==> src/rtl/bus_arbiter_pkg.sv <==
// Shared types and helpers for bus_arbiter.
// Holds the bus field widths, the arbiter state encoding and the master
// selection function used in the IDLE state.
// The optional macro BUS_ARBITER_ROUND_ROBIN_EN is consumed by bus_arbiter,
// which passes the appropriate conflict winner into select_master.
package bus_arbiter_pkg;

  localparam int unsigned ADDR_W = 32;
  localparam int unsigned DATA_W = 32;
  localparam int unsigned STRB_W = DATA_W / 8;

  typedef enum logic [1:0] {
    IDLE   = 2'd0,
    OWN_M0 = 2'd1,
    OWN_M1 = 2'd2
  } arbiter_state_t;

  // Returns the master to route: the sole requester, or prio on a conflict.
  // With no requester the last-served master is kept so the muxes stay quiet.
  function automatic logic select_master(input logic valid0, input logic valid1,
                                         input logic last, input logic prio);
    logic sel;
    if (valid0 && valid1) sel = prio;
    else if (valid0)      sel = 1'b0;
    else if (valid1)      sel = 1'b1;
    else                  sel = last;
    return sel;
  endfunction

endpackage

==> src/rtl/bus_arbiter.sv <==
// Two-master to one-slave bus arbiter placed in front of the single-port RAM.
// m0 is instruction fetch, m1 is load/store. A granted transaction sees zero
// added latency; the grant is locked from first valid until the slave's ready
// so a multi-cycle read is never split between masters.
//
// Ports:
//   clk, reset                 clock, asynchronous active-high reset
//   m0_* / m1_*                master side: address, valid, wstrobe, wdata in;
//                              ready, rdata out
//   s_*                        slave side: address, valid, wstrobe, wdata out;
//                              ready, rdata in
//
// Parameter FIRST_PRIORITY: conflict winner in fixed-priority mode, and the
// first conflict winner after reset in round-robin mode.
// Macro BUS_ARBITER_ROUND_ROBIN_EN: when defined, conflicts alternate based on
// the last master served; otherwise FIRST_PRIORITY always wins.
module bus_arbiter
  import bus_arbiter_pkg::*;
#(
  parameter int unsigned FIRST_PRIORITY = 0
) (
  input  logic              clk,
  input  logic              reset,

  input  logic [ADDR_W-1:0] m0_address,
  input  logic              m0_valid,
  input  logic [STRB_W-1:0] m0_wstrobe,
  input  logic [DATA_W-1:0] m0_wdata,
  output logic              m0_ready,
  output logic [DATA_W-1:0] m0_rdata,

  input  logic [ADDR_W-1:0] m1_address,
  input  logic              m1_valid,
  input  logic [STRB_W-1:0] m1_wstrobe,
  input  logic [DATA_W-1:0] m1_wdata,
  output logic              m1_ready,
  output logic [DATA_W-1:0] m1_rdata,

  output logic [ADDR_W-1:0] s_address,
  output logic              s_valid,
  output logic [STRB_W-1:0] s_wstrobe,
  output logic [DATA_W-1:0] s_wdata,
  input  logic              s_ready,
  input  logic [DATA_W-1:0] s_rdata
);

  localparam logic FIRST_PRIO = 1'(FIRST_PRIORITY);

  arbiter_state_t state_q, state_d;
  logic           rr_last_q, rr_last_d;
  logic           owner;
  logic           idle_sel;
  logic           conflict_prio;

`ifdef BUS_ARBITER_ROUND_ROBIN_EN
  assign conflict_prio = ~rr_last_q;
`else
  assign conflict_prio = FIRST_PRIO;
`endif

  assign idle_sel = select_master(m0_valid, m1_valid, rr_last_q, conflict_prio);

  // State and last-served registers.
  always_ff @(posedge clk or posedge reset) begin
    if (reset) begin
      state_q   <= IDLE;
      rr_last_q <= ~FIRST_PRIO;
    end else begin
      state_q   <= state_d;
      rr_last_q <= rr_last_d;
    end
  end

  // Next state and current owner; the grant is frozen while in OWN_x.
  always_comb begin
    state_d   = state_q;
    rr_last_d = rr_last_q;
    owner     = 1'b0;
    unique case (state_q)
      IDLE: begin
        owner = idle_sel;
        if (m0_valid || m1_valid) begin
          if (s_ready) rr_last_d = idle_sel;
          else         state_d   = idle_sel ? OWN_M1 : OWN_M0;
        end
      end
      OWN_M0: begin
        owner = 1'b0;
        if (!m0_valid) begin
          state_d = IDLE;
        end else if (s_ready) begin
          state_d   = IDLE;
          rr_last_d = 1'b0;
        end
      end
      OWN_M1: begin
        owner = 1'b1;
        if (!m1_valid) begin
          state_d = IDLE;
        end else if (s_ready) begin
          state_d   = IDLE;
          rr_last_d = 1'b1;
        end
      end
      default: state_d = IDLE;
    endcase
  end

  // Routing: owner's request to the slave, slave ready to the owner only.
  // Reset gates the request so nothing reaches the RAM mid-reset.
  always_comb begin
    s_address = owner ? m1_address : m0_address;
    s_wdata   = owner ? m1_wdata   : m0_wdata;
    s_valid   = (owner ? m1_valid : m0_valid) && !reset;
    s_wstrobe = s_valid ? (owner ? m1_wstrobe : m0_wstrobe) : '0;
    m0_ready  = s_valid && !owner && s_ready;
    m1_ready  = s_valid &&  owner && s_ready;
    m0_rdata  = s_rdata;
    m1_rdata  = s_rdata;
  end

endmodule

==> config.mk <==
export PLATFORM = sky130hd
export DESIGN_NAME = bus_arbiter
export DESIGN_NICKNAME = d
export VERILOG_FILES = /design/src/rtl/bus_arbiter_pkg.sv /design/src/rtl/bus_arbiter.sv
export SDC_FILE = /design/constraint.sdc
export NUM_CORES = 1
export LEC_CHECK = 0
export BUFFER_PORTS_ARGS = -buffer_cell sky130_fd_sc_hd__buf_2
export CAP_MARGIN = 20
export CORE_AREA = 2 2 118 120
export DETAILED_ROUTE_END_ITERATION = 16
export DIE_AREA = 0 0 120 122
export PLACE_DENSITY = 0.46
export SETUP_SLACK_MARGIN = 0.3
export SYNTH_ARGS = -nofsm -noshare
export SYNTH_HDL_FRONTEND = slang
export SYNTH_SLANG_ARGS = --single-unit
==> constraint.sdc <==
create_clock -name clk -period 1.7 [get_ports clk]
set_input_delay 0.34 -clock clk [delete_from_list [all_inputs] [get_ports clk]]
set_output_delay 0.34 -clock clk [all_outputs]
set_load 0.1 [all_outputs]
* Word level (Yosys, flattened, before mapping)
Index checks and enable logic that the tools add are counted.
Operators by class: mux-type cells 23, reduce and logical (&&, ||, !) cells 13, equality and inequality tests 9
Operators with widths (number):
- $mux 32 | 2
- $ne 2x2->1 const B | 7
- $mux 2 | 6
- $mux 1 | 10
- $mux 4 | 2
- $reduce_and 7->1 | 1
- $logic_and 1x1->1 | 6
- $pmux 2 s3 | 1
- $pmux 1 s3 | 1
- $reduce_bool 3->1 | 1
- $eq 2x1->1 const B | 1
- $eq 2x2->1 const B | 1
- $logic_not 1->1 | 2
- $logic_not 2->1 | 1
- $pmux 1 s2 | 1
- $reduce_and 2->1 | 1
- $logic_or 1x1->1 | 1
Storage, ports and cells: input bits 173, bits in registers 3, output and inout bits 135, word-level logic and storage cells 47

* Logic depth before layout (Yosys ltp)
depth after elaboration 8, gate-level depth with buffers 8, gate-level depth less buffers 8

* Worst setup path after synthesis
No wires, ideal clock.
kind reg2out, start register state_q[0], end output m1_ready, data arrival time 3.027 ns, cell stages (with the launch flop) 9, path slack -1.667 ns, buffers on the path 0, data required time 1.360 ns, cell sequence dfrtp_1 > inv_1 > ha_1 > nand2b_1 > nand2_1 > nand2_1 > inv_1 > nand2_1 > nor2_1
On the way: word-level cells in the longest chain between the ends 6, elaborated cells on any way between the ends 7, those cells by class eq/ne: 1; mux: 2; reduce/logical: 4
RTL lines:
- start, declared | line bus_arbiter.sv:49 | arbiter_state_t state_q, state_d;
- start signal, assigned | line bus_arbiter.sv:69 | state_q <= state_d;
- $eq 2x2->1 / $logic_not 2->1 (equally long branches) | line bus_arbiter.sv:79 | unique case (state_q)
- $pmux 1 s2 * | line bus_arbiter.sv:79
- $mux 1 * | line bus_arbiter.sv:114 | s_valid = (owner ? m1_valid : m0_valid) && !reset;
- $logic_and 1x1->1 * | line bus_arbiter.sv:114
- via s_valid | line bus_arbiter.sv:40 | output logic s_valid,
- $logic_and 1x1->1 * (2 in a row) | line bus_arbiter.sv:117 | m1_ready = s_valid && owner && s_ready;
- end, declared | line bus_arbiter.sv:36 | output logic m1_ready,
The timed path passes the listed nets; every way through them passes the cells marked *.

* Worst setup path after layout
start register rr_last_q, end output s_address[29]
On the way: word-level cells in the longest chain between the ends 5
RTL lines:
- start, declared | line bus_arbiter.sv:50 | logic rr_last_q, rr_last_d;
- start signal, assigned | line bus_arbiter.sv:67 | rr_last_q <= ~FIRST_PRIO;
- start signal, assigned | line bus_arbiter.sv:70 | rr_last_q <= rr_last_d;
- $mux 1 | line bus_arbiter_pkg.sv:25 | else if (valid1) sel = 1'b1;
- $mux 1 | line bus_arbiter_pkg.sv:24 | else if (valid0) sel = 1'b0;
- $mux 1 | line bus_arbiter_pkg.sv:23 | if (valid0 && valid1) sel = prio;
- $pmux 1 s2 | line bus_arbiter.sv:79
- $mux 32 | line bus_arbiter.sv:112 | s_address = owner ? m1_address : m0_address;
- end, declared | line bus_arbiter.sv:39 | output logic [ADDR_W-1:0] s_address,
Every way passes these cells.

==> key figures <==
Run status
  • Status: complete, but fails checks
  • Failing checks: setup timing

Global route
  • Largest net degree at the start of global routing: 17
  • Total track usage: 9.56%
  • First-pass GRT wire length: about 11000 um
  • Total grt overflow: 0
  • Antenna violations before repair: 0
  • Vias in the first global route: ~2000

Power and ir drop
  • Sw Pwr: 0.00482 W
  • P_int: around 0.0038 W
  • Peak supply drop: slightly below 0.8 mV
  • Leakage: approximately 2.2 nW
  • Post-layout power: 0.00857 W
  • Power share of the combinational group: approximately 94%
  • Clock power frac: between 4 and 5%
  • Power density cells: 2010 mW/mm^2
  • Sw Share: 56.2%
  • Register share of total power: between 1.5 and 2%

Cells and area
  • Area Growth Syn to Fin: 160%
  • Finished Layout Cells: roughly 540
  • Final net count: around 540
  • Share of layout cells above drive strength 1: between 90% and 100%
  • N_diodes: 0
  • Post-route cell area: ~0.0043 sq mm
  • Final Util: 31.6%

Critical path
  • Crit path DAT: roughly 1900 ps
  • Startpoint types: flip-flop
  • CP Capture Type: primary output
  • Crit Path Category: flip-flop to primary output
  • CP Max Fanout: 16
  • WP data required: between 1000 and 1500 ps

Logic synthesis
  • Synth cell types: 21
  • Synthesized cell area: 0.00164 sq mm
  • Most frequent cell after synthesis: buf_4
  • Warnings, synthesis: 0
  • Main flop type after synthesis: dfrtp_1
  • Syn avg cell area: just over 9 sq um
  • Area contributors post-synth: mux2_2 (41%), buf_4 (29%), buf_6 (4.8%), mux2_1 (3.4%), dfrtp_1 (3.1%)
  • FF+latch count, synth: 3
  • Syn_nets: around 360
  • Synth async-reset ratio: 100%
  • Sequential fraction of the synthesis area: under 10%
  • Yosys top cell by area: mux2_2
  • Post-synth EDFFs: 0
  • Share of the synthesized area in the top cell type: 40.6%
  • Synth cell count leaders: buf_4 (64), mux2_2 (59), nor2_1 (9)
  • Syn Inst Count: 180

Timing
  • # setup viols final: 71
  • Crit path time final: about 2200 ps
  • Final slew viol count: 0
  • Period Utilization, post-route: 132%
  • Slew headroom: 82.6%
  • Final setup margin: -539 ps
  • Worst Skew: around 0.54 ps
  • RSZ-0062 raised after global routing: yes
  • Worst slew pin tran: between 200 and 300 ps
  • Fmax: between 400 and 500 MHz
  • Hold Fails Final Rpt: 0

Routing
  • Initial drt markers: 42
  • Vias: ~1900
  • DRT Pass-1 Iters: 4
  • DRC violations left: 0
  • Antenna Violating Nets Remaining: 0
  • Routed vias/inst: 3.63
  • DR WL/cell: roughly 15 um
  • Routed WL: 7860 um

Die
  • Width of the chip: between 100 and 150 um
  • Core ar.: about 0.014 sq mm
  • Die Height: 122 um
  • Starting Density: between 10% and 20%
  • Die area: between 0.01 and 0.015 sq mm
  • Std-Cell Rows: between 40 and 50
  • IO Pins: between 300 and 400

Flow run
  • Max-Cap Viols: 0

Place
  • Placed insts: about 520
  • Port Buf Inserts: 211
  • Final HPWL DP: a little under 7000 um
  • Placed cell areas: around 0.0041 sq mm
  • Gpl congestion: between 0.8 and 0.9

Clocking
  • CTS Buf Count: 3
  • Clock buffer depth: 2
  • Post-CTS Hold Buffers: 0
  • Clock Latency Late Sink: roughly 220 ps
  • H-tree depth: 1
  • CTS clk-pin slew, worst paths: 30 ps
  • CTS root buf: clkbuf_16
  • Clk sinks: 3
  • CTS tree: done

Hold path
  • Hold Path Class: primary input to asynchronous set/reset pin
[layout make-up]
type                    instances  area [sq um]
fillers                      1356          9240
repair buffers                244          2450
multi-input cells             100          1400
well taps                     180           225
clock buffers                   4          78.8
flip-flops and latches          3          77.6
inverters                       6          26.3
[per-layer routing]
metal,GRT usage [%],share of wire (%),up-vias
met2,17.4,52,124
met4,1.69,0.78,0
li1,-,-,917
met3,2.95,11,7
met5,0,0,-
met1,11.1,37,901
[power by group through the flow]
stage          combinational (W)  sequential, W  clock, W
2_1_floorplan            0.00594       0.000130         0
3_3_place_gp             0.00785       0.000127         0
3_5_place_dp             0.00788       0.000128         0
4_1_cts                  0.00801       0.000129  0.000375
5_1_grt                  0.00830       0.000138  0.000385
6_report                 0.00807       0.000134  0.000370
[stage by stage]
stage	setup TNS [ps]	hold WS, ps	setup slack (ps)
6_report	-35830	20.3	-539
5_1_grt	-39640	29.9	-591
4_1_cts	-37750	26.2	-564
3_5_place_dp	-28590	256	-439
3_3_place_gp	-28360	250	-437
2_1_floorplan	-18790	125	-573
[registers in the layout (all words and copies together), names as in the netlist]
| register | cells |
|---|---|
| state_q | 2 |
| rr_last_q | 1 |
[critical path, stage by stage, from the launching register on]
cell     delay (ps)
dfstp_2         360
or2_4           230
a31oi_4         210
buf_12          190
buf_4           170
mux2_4          330
buf_12          170
[cell usage in the layout, fill, tap and decap left out]
| master | netlist | final |
|---|---|---|
| buf_2 | 0 | 140 |
| clkbuf_1 | 0 | 1 |
| a21oi_2 | 0 | 1 |
| nor2_1 | 9 | 4 |
| a31oi_4 | 1 | 1 |
| nor2_4 | 0 | 5 |
| o21ai_0 | 3 | 2 |
| inv_2 | 0 | 2 |
| o31ai_2 | 0 | 1 |
| nand2b_4 | 0 | 1 |
| ha_1 | 4 | 1 |
| and3_4 | 0 | 1 |
| nand2_4 | 0 | 2 |
| inv_1 | 6 | 3 |
| dfrtp_2 | 0 | 1 |
| dfstp_2 | 1 | 1 |
| a22oi_2 | 0 | 1 |
| mux2i_4 | 0 | 4 |
| o21ai_4 | 0 | 1 |
| buf_12 | 0 | 76 |
| or2_4 | 0 | 1 |
| a32o_1 | 3 | 3 |
| clkinvlp_4 | 0 | 1 |
| clkbuf_16 | 0 | 3 |
| mux2_4 | 0 | 64 |
| a21oi_1 | 3 | 2 |
| nand2_2 | 0 | 1 |
| ha_4 | 0 | 3 |
| buf_6 | 7 | 6 |
| buf_4 | 64 | 22 |
| o31a_1 | 1 | 1 |
| dfrtp_1 | 2 | 1 |
[path summary, 6_finish.rpt]
| kind | startpoint | to | slack (ps) | depth (start not counted) |
|---|---|---|---|---|
| min | reset | state_q[0] | 20 | 2 |
| max reg2reg | state_q[1] | state_q[0] | 230 | 7 |
| max in group asynchronous | reset | rr_last_q | 1430 | 2 |
| min reg2reg | rr_last_q | rr_last_q | 510 | 2 |
| max | rr_last_q | s_address[29] | -540 | 6 |
| min in group clk | rr_last_q | rr_last_q | 510 | 2 |
[cells by family (layout without fill, tap and decap cells)]
logic type / count (synthesis) / after routing / synth area share, %
simple gates: 15 / 15 / 3.90
fa+ha+maj: 4 / 4 / 3.06
buf+inv: 77 / 254 / 35.5
compound gates: 13 / 13 / 6.42
mux: 68 / 68 / 46.4
flops: 3 / 3 / 4.66
[repair_timing]
item,4_1_cts,5_1_grt
buffers inserted,4,5
pin swaps,7,9
setup endpoints to repair,74,74
endpoints found under the hold margin,0,0
resized for setup,8,7
No activity file was read; power rests on OpenSTA's default activity.
